**src/rtl/fg_prog_sequencer.sv**
```systemverilog
// Floating-gate programming sequencer: selects one cell, then alternates ADC measurements and
// drain pulses until the code reaches target, the pulse budget runs out, the ADC stalls or abort.
module fg_prog_sequencer #(
    parameter int unsigned ADDR_W      = 8,
    parameter int unsigned ADC_W       = 14,
    parameter int unsigned SETTLE_CYC  = 16,
    parameter int unsigned PULSE_CYC   = 32,
    parameter int unsigned ADC_TIMEOUT = 255
) (
    input  logic              mclk,
    input  logic              rst,
    input  logic              cmd_valid,
    output logic              cmd_ready,
    input  logic [ADDR_W-1:0] cmd_row,
    input  logic [ADDR_W-1:0] cmd_col,
    input  logic [ADC_W-1:0]  cmd_target,
    input  logic [7:0]        cmd_max_pulses,
    input  logic              abort,
    output logic              sel_en,
    output logic [ADDR_W-1:0] sel_row,
    output logic [ADDR_W-1:0] sel_col,
    output logic              drain_pulse,
    output logic              adc_start,
    input  logic              adc_valid,
    input  logic [ADC_W-1:0]  adc_code,
    output logic              busy,
    output logic              done,
    output logic [1:0]        done_status,
    output logic [7:0]        done_pulses,
    output logic [ADC_W-1:0]  done_code
);

    localparam int unsigned CNT_MAX0 = (SETTLE_CYC > PULSE_CYC) ? SETTLE_CYC : PULSE_CYC;
    localparam int unsigned CNT_MAX  = (CNT_MAX0 > ADC_TIMEOUT) ? CNT_MAX0 : ADC_TIMEOUT;
    localparam int unsigned CNT_W    = $clog2(CNT_MAX + 1);

    localparam logic [CNT_W-1:0] SETTLE_LAST  = CNT_W'(SETTLE_CYC - 1);
    localparam logic [CNT_W-1:0] PULSE_LAST   = CNT_W'(PULSE_CYC - 1);
    localparam logic [CNT_W-1:0] TIMEOUT_LAST = CNT_W'(ADC_TIMEOUT - 1);

    localparam logic [1:0] StatReached = 2'b00;
    localparam logic [1:0] StatBudget  = 2'b01;
    localparam logic [1:0] StatTimeout = 2'b10;
    localparam logic [1:0] StatAborted = 2'b11;

    typedef enum logic [2:0] {
        StIdle,
        StSelect,
        StMeasure,
        StCompare,
        StPulse,
        StSettle,
        StDone
    } state_e;

    state_e            state_q, state_d;
    logic [CNT_W-1:0]  cnt_q, cnt_d;
    logic [7:0]        pulse_cnt_q, pulse_cnt_d;
    logic [ADC_W-1:0]  code_q, code_d;
    logic [ADC_W-1:0]  target_q;
    logic [7:0]        max_q;
    logic [1:0]        status_d;

    always_comb begin
        state_d     = state_q;
        cnt_d       = cnt_q;
        pulse_cnt_d = pulse_cnt_q;
        code_d      = code_q;
        status_d    = StatReached;
        unique case (state_q)
            StIdle: begin
                if (cmd_valid) begin
                    state_d     = StSelect;
                    cnt_d       = '0;
                    pulse_cnt_d = '0;
                    code_d      = '0;
                end
            end
            StSelect, StSettle: begin
                if (cnt_q == SETTLE_LAST) begin
                    state_d = StMeasure;
                    cnt_d   = '0;
                end else begin
                    cnt_d = cnt_q + 1'b1;
                end
            end
            StMeasure: begin
                // The strobe cycle itself never counts as a reply.
                if (cnt_q != '0 && adc_valid) begin
                    state_d = StCompare;
                    code_d  = adc_code;
                end else if (cnt_q == TIMEOUT_LAST) begin
                    state_d  = StDone;
                    status_d = StatTimeout;
                end else begin
                    cnt_d = cnt_q + 1'b1;
                end
            end
            StCompare: begin
                if (code_q <= target_q) begin
                    state_d  = StDone;
                    status_d = StatReached;
                end else if (pulse_cnt_q == max_q) begin
                    state_d  = StDone;
                    status_d = StatBudget;
                end else begin
                    state_d = StPulse;
                    cnt_d   = '0;
                end
            end
            StPulse: begin
                if (cnt_q == PULSE_LAST) begin
                    state_d     = StSettle;
                    cnt_d       = '0;
                    pulse_cnt_d = pulse_cnt_q + 8'd1;
                end else begin
                    cnt_d = cnt_q + 1'b1;
                end
            end
            StDone:  state_d = StIdle;
            default: state_d = StIdle;
        endcase

        // Abort overrides everything in the active states, including a same-cycle ADC reply.
        if (abort && state_q != StIdle && state_q != StDone) begin
            state_d     = StDone;
            status_d    = StatAborted;
            code_d      = code_q;
            pulse_cnt_d = pulse_cnt_q;
        end
    end

    always_ff @(posedge mclk) begin
        if (rst) begin
            state_q     <= StIdle;
            cnt_q       <= '0;
            pulse_cnt_q <= '0;
            code_q      <= '0;
            target_q    <= '0;
            max_q       <= '0;
            sel_row     <= '0;
            sel_col     <= '0;
            cmd_ready   <= 1'b1;
            busy        <= 1'b0;
            sel_en      <= 1'b0;
            drain_pulse <= 1'b0;
            adc_start   <= 1'b0;
            done        <= 1'b0;
            done_status <= '0;
            done_pulses <= '0;
            done_code   <= '0;
        end else begin
            state_q     <= state_d;
            cnt_q       <= cnt_d;
            pulse_cnt_q <= pulse_cnt_d;
            code_q      <= code_d;
            if (state_q == StIdle && cmd_valid) begin
                sel_row  <= cmd_row;
                sel_col  <= cmd_col;
                target_q <= cmd_target;
                max_q    <= cmd_max_pulses;
            end
            // Outputs are decoded from the next state so they line up with state_q.
            cmd_ready   <= (state_d == StIdle);
            busy        <= (state_d != StIdle);
            sel_en      <= state_d inside {StSelect, StMeasure, StCompare, StPulse, StSettle};
            drain_pulse <= (state_d == StPulse);
            adc_start   <= (state_d == StMeasure) && (state_q != StMeasure);
            done        <= (state_d == StDone);
            done_status <= (state_d == StDone) ? status_d : 2'b00;
            done_pulses <= (state_d == StDone) ? pulse_cnt_d : 8'd0;
            done_code   <= (state_d == StDone) ? code_d : '0;
        end
    end

endmodule

```
**config.mk**
```make
export PLATFORM = sky130hd
export DESIGN_NAME = fg_prog_sequencer
export DESIGN_NICKNAME = d
export VERILOG_FILES = /design/src/rtl/fg_prog_sequencer.sv
export SDC_FILE = /design/constraint.sdc
export NUM_CORES = 1
export LEC_CHECK = 0
export ABC_CLOCK_PERIOD_IN_PS = 2900
export CAP_MARGIN = 20
export CORE_ASPECT_RATIO = 1.1
export CORE_MARGIN = 5
export CORE_UTILIZATION = 40
export DETAILED_ROUTE_END_ITERATION = 12
export DONT_BUFFER_PORTS = 1
export HOLD_SLACK_MARGIN = 0.06
export SLEW_MARGIN = 30
export SYNTH_ARGS = -nofsm -noshare
export SYNTH_HDL_FRONTEND = slang
export SYNTH_SLANG_ARGS = --single-unit
```
**constraint.sdc**
```tcl
create_clock -name mclk -period 2.9 [get_ports mclk]
set_input_delay 0.29 -clock mclk [delete_from_list [all_inputs] [get_ports mclk]]
set_output_delay 0.29 -clock mclk [all_outputs]
set_load 0.005 [all_outputs]
```
==> results of run 1 <==
-- flip-flops by register name, summed over array words and instances (netlist names) --
name         count
cnt_q            8
target_q        14
done             1
sel_row          8
drain_pulse      1
done_status      2
max_q            8
busy             1
cmd_ready        1
pulse_cnt_q      8
sel_col          8
sel_en           1
done_code       14
state_q          3
code_q          14
done_pulses      8
adc_start        1
-- per-stage QoR --
| stage | area, µm² | setup slack (ns) |
|---|---|---|
| 2_1_floorplan | 4200 | 0.586 |
| 4_1_cts | 4650 | 0.0851 |
| 3_5_place_dp | 4340 | 0.0953 |
| 5_1_grt | 4660 | 0.0350 |
| 6_report | 4660 | 0.322 |
| 3_3_place_gp | 4340 | 0.223 |
-- repair_timing --
item | 4_1_cts | 5_1_grt
resized for setup | 0 | 1
hold buffers | 2 | 0
endpoints found under the setup margin | 0 | 25
endpoints found under the hold margin | 65 | 0
-- worst register-to-register path, stage by stage (launching register included) --
cell	delay [ns]
dfxtp_1	0.35
inv_1	0.11
ha_1	0.14
or4b_4	0.46
o21ai_4	0.20
o21ai_1	0.09
a221o_1	0.39
a21o_1	0.26
o21bai_1	0.36
nor2_1	0.09
-- final cells by class --
type	count	area, µm²	area share [%]
Sequential cell	101	2020	43.4
Multi-Input combinational cell	354	2020	43.3
Clock buffer	12	246	5.29
Tap cell	143	179	3.84
Timing Repair Buffer	9	90.1	1.93
Inverter	22	82.6	1.77
Clock inverter	4	23.8	0.510
-- final timing paths --
check | end
worst min register to register | target_q[1]
worst max-delay path | cnt_q[0]
worst max register to register | cnt_q[0]
worst min-delay path | max_q[5]
-- cell usage after synthesis (all sizes together), types with 2 or more instances --
cell type  number  area, µm²
nand2          95        357
nor2b           9       56.3
xnor2          12        105
dfxtp         101       2020
inv            22       82.6
nand3           8       40.0
xor2            2       17.5
or4             2       15.0
nor2           56        210
o21bai          4       30.0
a21o            2       15.0
and4            3       26.3
o21a            3       22.5
or3             4       25.0
nor4            6       43.8
o21ai          14       81.3
and3            6       37.5
mux2i           3       30.0
a21oi          57        285
nand4           2       12.5
o31ai           2       15.0
a22oi          16        120
buf             5       31.3
o211ai          2       15.0
ha             18        225
clkbuf         19       71.3
nor3           10       50.1
-- layer usage --
metal | global-route usage [%] | routed length [µm]
met1 | 20.9 | 4590
met2 | 24.4 | 4330
met3 | 7.35 | 1010
met4 | 4.50 | 120
met5 | 0 | 0
-- report_power, final --
part / switching, mW / internal [mW] / total, mW
Clock: 0.502 / 0.603 / 1.11
Sequential: 0.115 / 1.55 / 1.67
Combinational: 0.686 / 0.402 / 1.09
Total: 1.30 / 2.56 / 3.86
-- kinds of logic after synthesis --
family / after synthesis
compound gates: 110
fa+ha+maj: 18
flops: 101
simple gates: 209
mux: 3
xor+xnor: 14
buf+inv: 46
==> summary.md, run 1 <==
| Metric | Value |
|---|---|
| Status | `complete, no violations` |
| Synth Area in Simple Gates | `roughly 23%` |
| Synth Area in Compound Gates | `15.9%` |
| Die footprint | `around 0.013 mm²` |
| CP cell instances | `inv_1, ha_1, or4b_4, o21ai_4, o21ai_1, a221o_1, a21o_1, o21bai_1, nor2_1` |
| GRT overflow | `0` |
| Io pins | `~100` |
| Total track usage | `16.2%` |
| Hold Crit Start | `cmd_max_pulses[5]` |
| Syn Inst Count | `approximately 500` |
| Worst-path clk slew | `around 0.070 ns` |
| DRT iter0 DRCs | `~150` |
| Vias in the first global route | `approximately 3300` |
| Initial antenna violation count | `0` |
| # port buffers | `0` |
| Number of max-cap violations | `0` |
| Async set-reset flop share out of synthesis | `0%` |
| Pwr/cell area | `around 830 mW/mm²` |
| Largest net degree at the start of global routing | `66` |
| Part of the Yosys area used for sequential elements | `roughly half` |
| First-pass GRT wire length | `16400 µm` |
| Design Power | `3.86 mW` |
| TritonRoute pass-1 iters | `4` |
| Drt drc | `0` |
| WP data required | `about 3.1 ns` |
| CTS tree | `yes` |
| Arrival time at the worst endpoint | `2.80 ns` |
| Routed Antenna Nets | `0` |
| Main synth FF type | `dfxtp_1` |
| HP Class | `in2reg` |
| CP startpoint kind | `register` |
| RSZ-0062 raised after global routing | `no` |
| Worst setup startpoint | `cnt_q[0]` |
| Core area | `0.0103 mm²` |
| Clock Sinks | `between 100 and 150` |
| Fillers | `between 1000 and 1500` |
| Reg2reg setup slack | `around 0.32 ns` |
| Post-synthesis adder-cell area fraction | `5.36%` |
| CTS root buf | `clkbuf_16` |
| Share of layout cells above drive strength 1 | `under 10%` |
| Relative max-transition margin | `roughly 57%` |
| Area Overhead vs Synth | `11.0%` |
| Placed cells | `about 630` |
| Post-synthesis cell type count | `between 40 and 50` |
| Yosys reg bits | `about 100` |
| Chip Height | `between 100 and 150 µm` |
| CP max stage cell | `or4b_4` |
| Rows | `39` |
| Setup CP Type | `reg2reg` |
| Drt via density | `between 5 and 6` |
| Hold path cells | `2` |
| Clock buffer depth | `2` |
| Critical R2R Launch | `cnt_q[0]` |
| Latest clock arrival within the worst-skew pair | `around 0.34 ns` |
| Stages on the worst setup path | `9` |
| Number of synthesized flops with an enable pin | `0` |
| VDD IR-drop max | `0.000323 V` |
| Leakage | `approximately 1.8 nW` |
| Largest family of logic cells by synthesized area | `simple AND/OR/NAND/NOR gates` |
| Vias | `roughly 3400` |
| Clock buffer count from CTS | `9` |
| Cell count of the worst reg-to-reg path | `9` |
| Family with the most delay on the worst path | `compound AO/OA/AOI/OAI gates` |
| Nets@finish | `572` |
| Setup_tns | `0 ns` |
| Hold Vio Cnt, Final | `0` |
| Most frequent cells in the layout | `dfxtp_1, nand2_1, a21oi_1` |
| Post-route minimum period | `between 2 and 3 ns` |
| Post-Synth XOR/XNOR Area | `2.92%` |
| Setup crit end kind | `register` |
| Drt wl/cell | `approximately 16 µm` |
| Post-synthesis mux area share | `0.715%` |
| Fmax | `between 300 and 400 MHz` |
| Clock skew | `between 0.003 and 0.004 ns` |
| Slew Viols, Final | `0` |
| WL final | `10000 µm` |
| Dpl hpwl | `a little over 7000 µm` |
| Post-CTS Setup Bufs | `0` |
| Yosys warns | `0` |
| Worst-Margin Slew | `roughly 0.64 ns` |
| Final Instance Count excl. Fillers | `around 650` |
| Max FO, Critical Path | `8` |
| Commonest non-fill, non-tap cell in the layout | `dfxtp_1` |
| Initial Util | `between 40 and 50%` |
| # setup viols final | `0` |
| Net Count, Synth | `approximately 580` |
| Synthesized area per cell | `8.38 µm²` |
| CP Buf/Inv Count | `1` |
| Die width | `around 110 µm` |
| Post-synthesis cell area | `roughly 0.0042 mm²` |
| Worst slack on hold paths | `between 0.08 and 0.09 ns` |
| Final Cycle Share | `approximately nine tenths` |
| H-tree depth | `3` |
| Routability cong. | `approximately 0.84` |
| Antenna Cells | `0` |
| Crit-path max cell delay | `0.46 ns` |
| Fin util | `a little under half` |
(Power assumes the default switching activity.)
==> run 2, diff against run 1 <==
--- a/config.mk
+++ b/config.mk
@@ -9,7 +9,7 @@
 export CAP_MARGIN = 20
 export CORE_ASPECT_RATIO = 1.1
 export CORE_MARGIN = 5
-export CORE_UTILIZATION = 40
+export CORE_UTILIZATION = 35
 export DETAILED_ROUTE_END_ITERATION = 12
 export DONT_BUFFER_PORTS = 1
 export HOLD_SLACK_MARGIN = 0.06
==> summary.md, run 2 (synthesis results as in run 1) <==
| Metric | Value |
|---|---|
| Leakage | `1.78 nW (+0.79%)` |
| Nets@finish | `575 (+0.52%)` |
| Largest regs | `code_q x14, done_code x14, target_q x14` |
| WL met2 | `4740 µm (+9.5%)` |
| Metal-1 WL | `4690 µm (+2.2%)` |
| Final Instance Count excl. Fillers | `659 (+2.2%)` |
| Vias | `3391 (-0.99%)` |
| Met3 routed WL | `867 µm (-14%)` |
| Vias in the first global route | `3266 (-0.64%)` |
| Pwr/cell area | `840 mW/mm² (+1.4%)` |
| HP Class | `in2reg` |
| First-pass GRT wire length | `17000 µm (+4.1%)` |
| Placed cells | `638 (+1.8%)` |
| Reg2reg setup slack | `0.21 ns (-0.11 ns)` |
| Clock buffer count from CTS | `9 (unchanged)` |
| Total track usage | `14.8% (-1.4 points)` |
| Worst Hold Endpoint | `target_q[3]` |
| Final Cycle Share | `92.8% (+3.9 points)` |
| Latest clock arrival within the worst-skew pair | `0.36 ns (+0.02 ns)` |
| Hold Crit Start | `cmd_target[3]` |
| Max FO, Critical Path | `17 (+9)` |
| Number of max-cap violations | `0 (unchanged)` |
| Clock Sinks | `101 (unchanged)` |
| Setup_tns | `0 ns (unchanged)` |
| Slew Viols, Final | `0 (unchanged)` |
| Most frequent cells in the layout | `dfxtp_1, nand2_1, a21oi_1` |
| VDD IR-drop max | `0.000270 V (-16%)` |
| CTS tree | `yes` |
| Fillers | `1216 (+15%)` |
| Fmax | `372 MHz (-4.2%)` |
| DRT iter0 DRCs | `169 (+11%)` |
| Routed Antenna Nets | `0 (unchanged)` |
| Core area | `0.0119 mm² (+15%)` |
| Status | `complete, no violations` |
| Clock buffer depth | `2 (unchanged)` |
| Drt drc | `0 (unchanged)` |
| # setup viols final | `0 (unchanged)` |
| CP startpoint kind | `register` |
| Die width | `114 µm (+6.3%)` |
| H-tree depth | `3 (unchanged)` |
| Storage cell area | `0.00202 mm² (unchanged)` |
| Arrival time at the worst endpoint | `2.97 ns (+0.17 ns)` |
| Setup CP Type | `reg2reg` |
| # port buffers | `0 (unchanged)` |
| Share of layout cells above drive strength 1 | `6.14% (+0.56 points)` |
| Clock skew | `0.00919 ns (+0.00531 ns)` |
| Setup crit end kind | `register` |
| Commonest non-fill, non-tap cell in the layout | `dfxtp_1` |
| Drt via density | `5.15 (-3.1%)` |
| DR top layer | `met4` |
| RSZ-0062 raised after global routing | `no` |
| GRT overflow | `0 (unchanged)` |
| Die footprint | `0.0143 mm² (+13%)` |
| Critical R2R Launch | `cnt_q[0]` |
| Area Overhead vs Synth | `12.6%` |
| Cell count of the worst reg-to-reg path | `10 (+1)` |
| Dpl hpwl | `7570 µm (+5.1%)` |
| CTS root buf | `clkbuf_16` |
| Post-route minimum period | `2.69 ns (+0.112 ns)` |
| Relative max-transition margin | `52.3% (-4.8 points)` |
| Drt wl/cell | `15.8 µm (+1.6%)` |
| Rows | `42 (+7.7%)` |
| Initial antenna violation count | `0 (unchanged)` |
| R2R Path End | `done_code[13]` |
| Largest net degree at the start of global routing | `67 (+1.5%)` |
| Io pins | `103 (unchanged)` |
| TritonRoute pass-1 iters | `5 (+1)` |
| Routability cong. | `0.820 (-2.6%)` |
| WL final | `10400 µm (+3.8%)` |
| Hold Vio Cnt, Final | `0 (unchanged)` |
| Chip Height | `125 µm (+6.3%)` |
| Hold path cells | `2 (unchanged)` |
| Worst-Margin Slew | `0.707 ns (+0.0701 ns)` |
| Worst-path clk slew | `0.08 ns (about the same)` |
| Antenna Cells | `0 (unchanged)` |
| WP data required | `3.18 ns (+0.06 ns)` |
| Initial Util | `35.4% (-5.2 points)` |
| Footprint of the multi-input gates | `0.00201 mm² (-0.12%)` |
-- run 2: report_power, final --
group | leakage [nW] | switching [mW] | internal (mW)
Clock | 0.148 | 0.591 | 0.614
Combinational | 0.806 | 0.694 | 0.403
Sequential | 0.821 | 0.116 | 1.55
Total | 1.78 | 1.40 | 2.57
-- run 2: metrics by stage --
step | worst slack (ns) | instance area (µm²) | util (%) | hold WS [ns] | total power [mW]
global route | 0.0225 | 4730 | 39.8 | 0.0620 | 4.24
floorplan | 0.586 | 4200 | - | 0.380 | 2.50
global placement | 0.282 | 4350 | 36.6 | 0.371 | 2.73
detailed placement | 0.156 | 4350 | 36.6 | 0.373 | 2.77
finish | 0.210 | 4730 | 39.8 | 0.0654 | 3.97
CTS | 0.134 | 4710 | 39.6 | 0.0601 | 4.01
-- run 2: final cells by class --
cell class / count / share of cell area (%)
clock inverters: 7 / 1.51
well taps: 154 / 4.08
multi-input cells: 354 / 42.6
inverters: 22 / 1.75
repair buffers: 12 / 2.54
clock buffers: 9 / 4.76
flip-flops and latches: 101 / 42.8
-- run 2: critical path: stages (launching register included) --
cell and delay (ns):
dfxtp_1 0.35, inv_1 0.12, ha_1 0.16, or4b_4 0.47, o21ai_4 0.20, a21oi_1 0.13
o311ai_0 0.21, and2b_1 0.33, nand3b_2 0.24, buf_4 0.29, nor2_1 0.13
-- run 2: how the worst max path moves through the flow --
stage | start | to | slack (ns) | depth (start not counted)
after floorplan | cnt_q[0] | cnt_q[5] | 0.59 | 9
after global placement | cnt_q[7] | done_code[9] | 0.28 | 7
after detailed placement | cnt_q[7] | done_code[13] | 0.16 | 7
after CTS | cnt_q[7] | done_code[13] | 0.13 | 7
after global routing | cnt_q[0] | done_status[0] | 0.02 | 10
final | cnt_q[0] | done_code[13] | 0.21 | 10
-- run 2: routing by layer --
metal	GRT usage [%]	vias to the layer above
met5	0	-
met4	4.82	0
met3	5.69	12
met2	22.3	103
met1	19.5	1567
li1	-	1709
-- run 2: timing repair --
item / 4_1_cts / 5_1_grt
hold endpoints to repair: 66 / 1
setup endpoints to repair: 0 / 17
gates resized for setup: 0 / 2
buffers inserted: 0 / 0
hold buffers: 4 / 1
==> RTL change 1: new RTL, config.mk and constraints of run 1 <==
Reset style: asynchronous (`rst`), changed in one clocked block.
--- a/src/rtl/fg_prog_sequencer.sv
+++ b/src/rtl/fg_prog_sequencer.sv
@@ -131,5 +131,5 @@
     end
 
-    always_ff @(posedge mclk) begin
+    always_ff @(posedge mclk or posedge rst) begin
         if (rst) begin
             state_q     <= StIdle;
Behaviour: differs if rst is asserted again (counterexample within 4 cycles, from zero or initial values and one cycle with rst high); with rst held inactive, the same outputs for 10 cycles.
==> RTL change 1 against run 1 <==
  * Clock skew up 2.7 ps
  * Worst setup slack worse by 2.1 ps
  * Area after synthesis up 9.8%
  * Wire length up 3.7%
  * Sequential cell count unchanged
  * Design area up 16%
  * Global-route usage down 0.41 points
  * Power up 40%
  * Highest routed layer unchanged
==> RTL change 1: results (changes against run 1) <==
[drt]
routedWlPerCell_um=15.6  ; about the same
dr.pass1.iters=5  ; was 4
first_iter_violations=235  ; was 152
routed_via_density=5.06  ; was 5.31

[sta]
finClkSkew_ps=6.58  ; was 3.87 ps
whs_ps=74.2  ; was 80.1 ps
tightest_slew_ps=857  ; was 637 ps

[clocking]
path_clk_slew_ps=70  ; about the same
clock_latency_ps=340  ; about the same
cts_buffer_depth=2  ; unchanged
cts_root_buf=clkbuf_16  ; unchanged
cts_setup_buffers=0  ; unchanged
cts_made_buffers=9  ; unchanged

[power_and_ir_drop]
pg_clk_mw=1.41  ; was 1.11 mW
ir_drop_mv=0.345  ; was 0.323 mV
p_seq_share_pct=41.0  ; was 43.2%
p_clk_share_pct=26.1  ; was 28.6%
p_sw_mw=1.94  ; was 1.30 mW
p_leak_nw=2.57  ; was 1.76 nW

[synth]
synth-xor-area-share_pct=1.71  ; was 2.92%
ys_warn_count=0  ; unchanged
yosysSeqAreaShare_pct=54.9  ; was 48.2%
synthMuxAreaShare_pct=0  ; was 0.715%
synth_compound_area_share_pct=10.9  ; was 15.9%
syn_avg_cell_area_um2=9.35  ; was 8.38 µm²
ys_top_cells_by_count=nand2_1 (140), dfrtp_1 (100), o21ai_0 (35), nor2b_1 (26), inv_1 (25)  ; was dfxtp_1 (101), nand2_1 (95), a21oi_1 (57), nor2_1 (56), inv_1 (22)
synth_area_leaders=dfrtp_1 (54%), nand2_1 (11%), ha_1 (4.9%)  ; was dfxtp_1 (48%), nand2_1 (8.5%), a21oi_1 (6.8%)
synth.distinct_cells=44  ; was 49
synthArstFlopShare_pct=100  ; was 0%
synthAdderAreaFrac_pct=4.89  ; was 5.36%
synth_fp_nets=568  ; was 576

[critical_path]
worst_r2r_endpoint=cnt_q[4]  ; was cnt_q[0]
critPathMaxStageDelay_ps=470
crit_family=compound AO/OA/AOI/OAI gates  ; unchanged
path_max_fanout=11  ; was 8
cp.arrival_ps=2780  ; was 2800 ps
r2r_start=cnt_q[0]  ; unchanged

[layout]
diodes=0  ; unchanged
drive_above_1_share_pct=7.31  ; was 5.58%
fin_nets=590  ; was 572
layoutNonFillerInstCount=670  ; was 645

[placement]
place.port_buffers=0  ; unchanged
dp.final_hpwl_um=7360  ; was 7200 µm
dp_slack_ps=219  ; was 95.3 ps
dp.cells=629  ; was 627
dpl_cell_area_um2=4790  ; was 4340 µm²
gp_congestion=0.831  ; was 0.842

[global_routing]
grt_max_degree=65  ; was 66
grt_pass1_wl_um=17300  ; was 16400 µm
track_usage_pct=15.8  ; was 16.2%
grt_pass1_vias=3391  ; was 3287

[worst_hold_path]
hold_end=target_q[7]  ; was max_q[5]
worstHoldStart=cmd_target[7]  ; was cmd_max_pulses[5]

[run_status]
status=complete, no violations  ; unchanged

-- RTL change 1: changes by cell type after synthesis, moves of 23 or more --
cell / change
a21oi_1: -43
nand2_1: +45
dfrtp_1: +100
o21ai_0: +23
nor2_1: -46
dfxtp_1: -101
-- RTL change 1: layer usage --
| metal | global-route usage, % | up-vias | part of all wire, % |
|---|---|---|---|
| met5 | 0 | - | 0 |
| met4 | 6.31 | 0 | 2.1 |
| met3 | 4.88 | 16 | 6.5 |
| met2 | 24.6 | 96 | 47 |
| met1 | 20.7 | 1600 | 44 |
| li1 | - | 1677 | - |
-- RTL change 1: worst max path at each step --
| stage | endpoint | from | slack [ps] | cells past startpoint |
|---|---|---|---|---|
| after CTS | sel_en | code_q[13] | 200 | 8 |
| after global routing | cnt_q[2] | code_q[13] | 60 | 8 |
| final | cnt_q[4] | cnt_q[0] | 320 | 9 |
| after floorplan | sel_en | code_q[5] | 640 | 9 |
| after detailed placement | sel_en | code_q[13] | 220 | 8 |
| after global placement | sel_en | code_q[13] | 50 | 8 |
-- RTL change 1: cells by family after synthesis --
family                     after synthesis
adders and majority gates               18
and+or+nand+nor                        237
xor gates and xnor gates                 9
DFF                                    101
buffers and inverters                   48
AOI/OAI and AO/OA                       80
-- RTL change 1: area by class of cell --
type                            instances  area [µm²]
Inverter                               26         101
Clock buffer                           11         253
Tap cell                              150         188
Multi-Input combinational cell        344        1910
Timing Repair Buffer                   33         323
Sequential cell                       101        2530
Clock inverter                          5         106
Fill cell                            1069        5980
-- RTL change 1: what timing repair did --
| action | in CTS | in global routing |
|---|---|---|
| endpoints found under the hold margin | 61 | 0 |
| hold buffers | 25 | 0 |
| endpoints found under the setup margin | 0 | 11 |
| gates resized for setup | 0 | 1 |
==> RTL change 2: new RTL, config.mk and constraints of run 1 <==
Made on the original files. Set the parameter `ADC_TIMEOUT` to 510 (it was 255).
--- a/src/rtl/fg_prog_sequencer.sv
+++ b/src/rtl/fg_prog_sequencer.sv
@@ -6,5 +6,5 @@
     parameter int unsigned SETTLE_CYC  = 16,
     parameter int unsigned PULSE_CYC   = 32,
-    parameter int unsigned ADC_TIMEOUT = 255
+    parameter int unsigned ADC_TIMEOUT = 510
 ) (
     input  logic              mclk,
Check against the original RTL: same outputs for any inputs over 10 cycles, from zero or initial values and one cycle with rst high; that may be too few to reach the edited logic, so the function may still have changed.
==> RTL change 2 against run 1 <==
  * Area after synthesis up 6.3%
  * Power down 3.4%
  * Hold slack worse by 6.2 ps
  * Wire length up 9.2%
  * Via count up 5.4%
  * Worst setup slack better by 130 ps
  * Critical path type unchanged
  * Design area up 5.7%
  * Highest routed layer unchanged
  * Sequential cell count up 1
==> RTL change 2: results (changes against run 1) <==
[run_status]
status=complete, no violations  ; unchanged

[sta]
maxSlewHeadroom_pct=48.0  ; was 57.1%
whs_ps=73.9  ; was 80.1 ps

[placement]
dpl_cell_area_um2=4540  ; was 4340 µm²
dp_slack_ps=476  ; was 95.3 ps
dp.cells=649  ; was 627
dp.final_hpwl_um=7690  ; was 7200 µm
gp_congestion=0.883  ; was 0.842

[drt]
routedWlPerCell_um=16.4  ; was 15.6 µm
first_iter_violations=212  ; was 152
vias=3610  ; was 3425

[synth]
synth_fp_nets=602  ; was 576
synth_area_leaders=dfxtp_1 (46%), nand2_1 (7.4%), a21oi_1 (5.6%)  ; was dfxtp_1 (48%), nand2_1 (8.5%), a21oi_1 (6.8%)
ys_top_cells_by_count=dfxtp_1 (102), nand2_1 (88), a21oi_1 (50), nor2_1 (39), nor3_1 (30)  ; was dfxtp_1 (101), nand2_1 (95), a21oi_1 (57), nor2_1 (56), inv_1 (22)
synth_compound_area_share_pct=16.3  ; was 15.9%
synth.distinct_cells=56  ; was 49
synthCells=527  ; was 501

[critical_path]
path_max_fanout=14  ; was 8
r2r_slack_ps=450  ; was 320 ps
cp.arrival_ps=2720  ; was 2800 ps
worstRegToRegCells=8  ; was 9

[power_and_ir_drop]
p_per_area_nw_per_um2=757  ; was 828 nW/µm²
power.internal_mw=2.50  ; was 2.56 mW

[layout]
layoutNonFillerInstCount=671  ; was 645
drive_above_1_share_pct=7.06  ; was 5.58%

[global_routing]
track_usage_pct=16.9  ; was 16.2%

==> RTL change 2: cell types whose count changed in the layout (fill, tap and decap cells not counted), moves of 5 or more <==
cell / before / now
nand2_1: 95 / 88
dlygate4sd3_1: 1 / 6
nand4_1: 2 / 9
a21oi_1: 57 / 50
nor2_1: 56 / 39
nor3_1: 8 / 30
==> RTL change 2: cell families (layout without fill, tap and decap cells) <==
logic type,after synthesis,in the layout
XOR/XNOR,10,10
flip-flops,102,102
multiplexers,4,4
AO/OA/AOI/OAI,113,113
AND/OR/NAND/NOR,221,221
buffers and inverters,58,55
adder cells (fa/ha/maj),19,19
==> RTL change 2: worst max path at each step <==
| stage | to | slack [ps] | cells past startpoint |
|---|---|---|---|
| after floorplan | done_code[0] | 710 | 9 |
| after global placement | done_code[5] | 480 | 8 |
| after detailed placement | done_code[5] | 480 | 8 |
| after CTS | done_code[5] | 460 | 8 |
| after global routing | cnt_q[3] | 240 | 8 |
| final | done_code[5] | 450 | 8 |
==> RTL change 2: worst max-delay path, cell delays in order (launching register included) <==
cell     delay, ps
dfxtp_1        360
inv_1          100
ha_1           130
or4b_4         480
o21ai_2        230
nor3b_1         90
o21ai_2        560
a22oi_1        220
nor3_1         200
==> RTL change 2: layout make-up <==
type	instances	area (µm²)
Clock buffer	9	225
Clock inverter	6	71.3
Fill cell	1132	5980
Inverter	26	97.6
Multi-Input combinational cell	367	2170
Sequential cell	102	2040
Tap cell	147	184
Timing Repair Buffer	14	140
==> RTL change 2: layer usage <==
metal / routed length [µm] / global-route usage [%] / vias to the layer above
met1: 4730 / 20.1 / 1692
met5: 0 / 0 / -
li1: - / - / 1816
met3: 696 / 5.21 / 9
met4: 111 / 5.47 / 0
met2: 5430 / 29.0 / 93
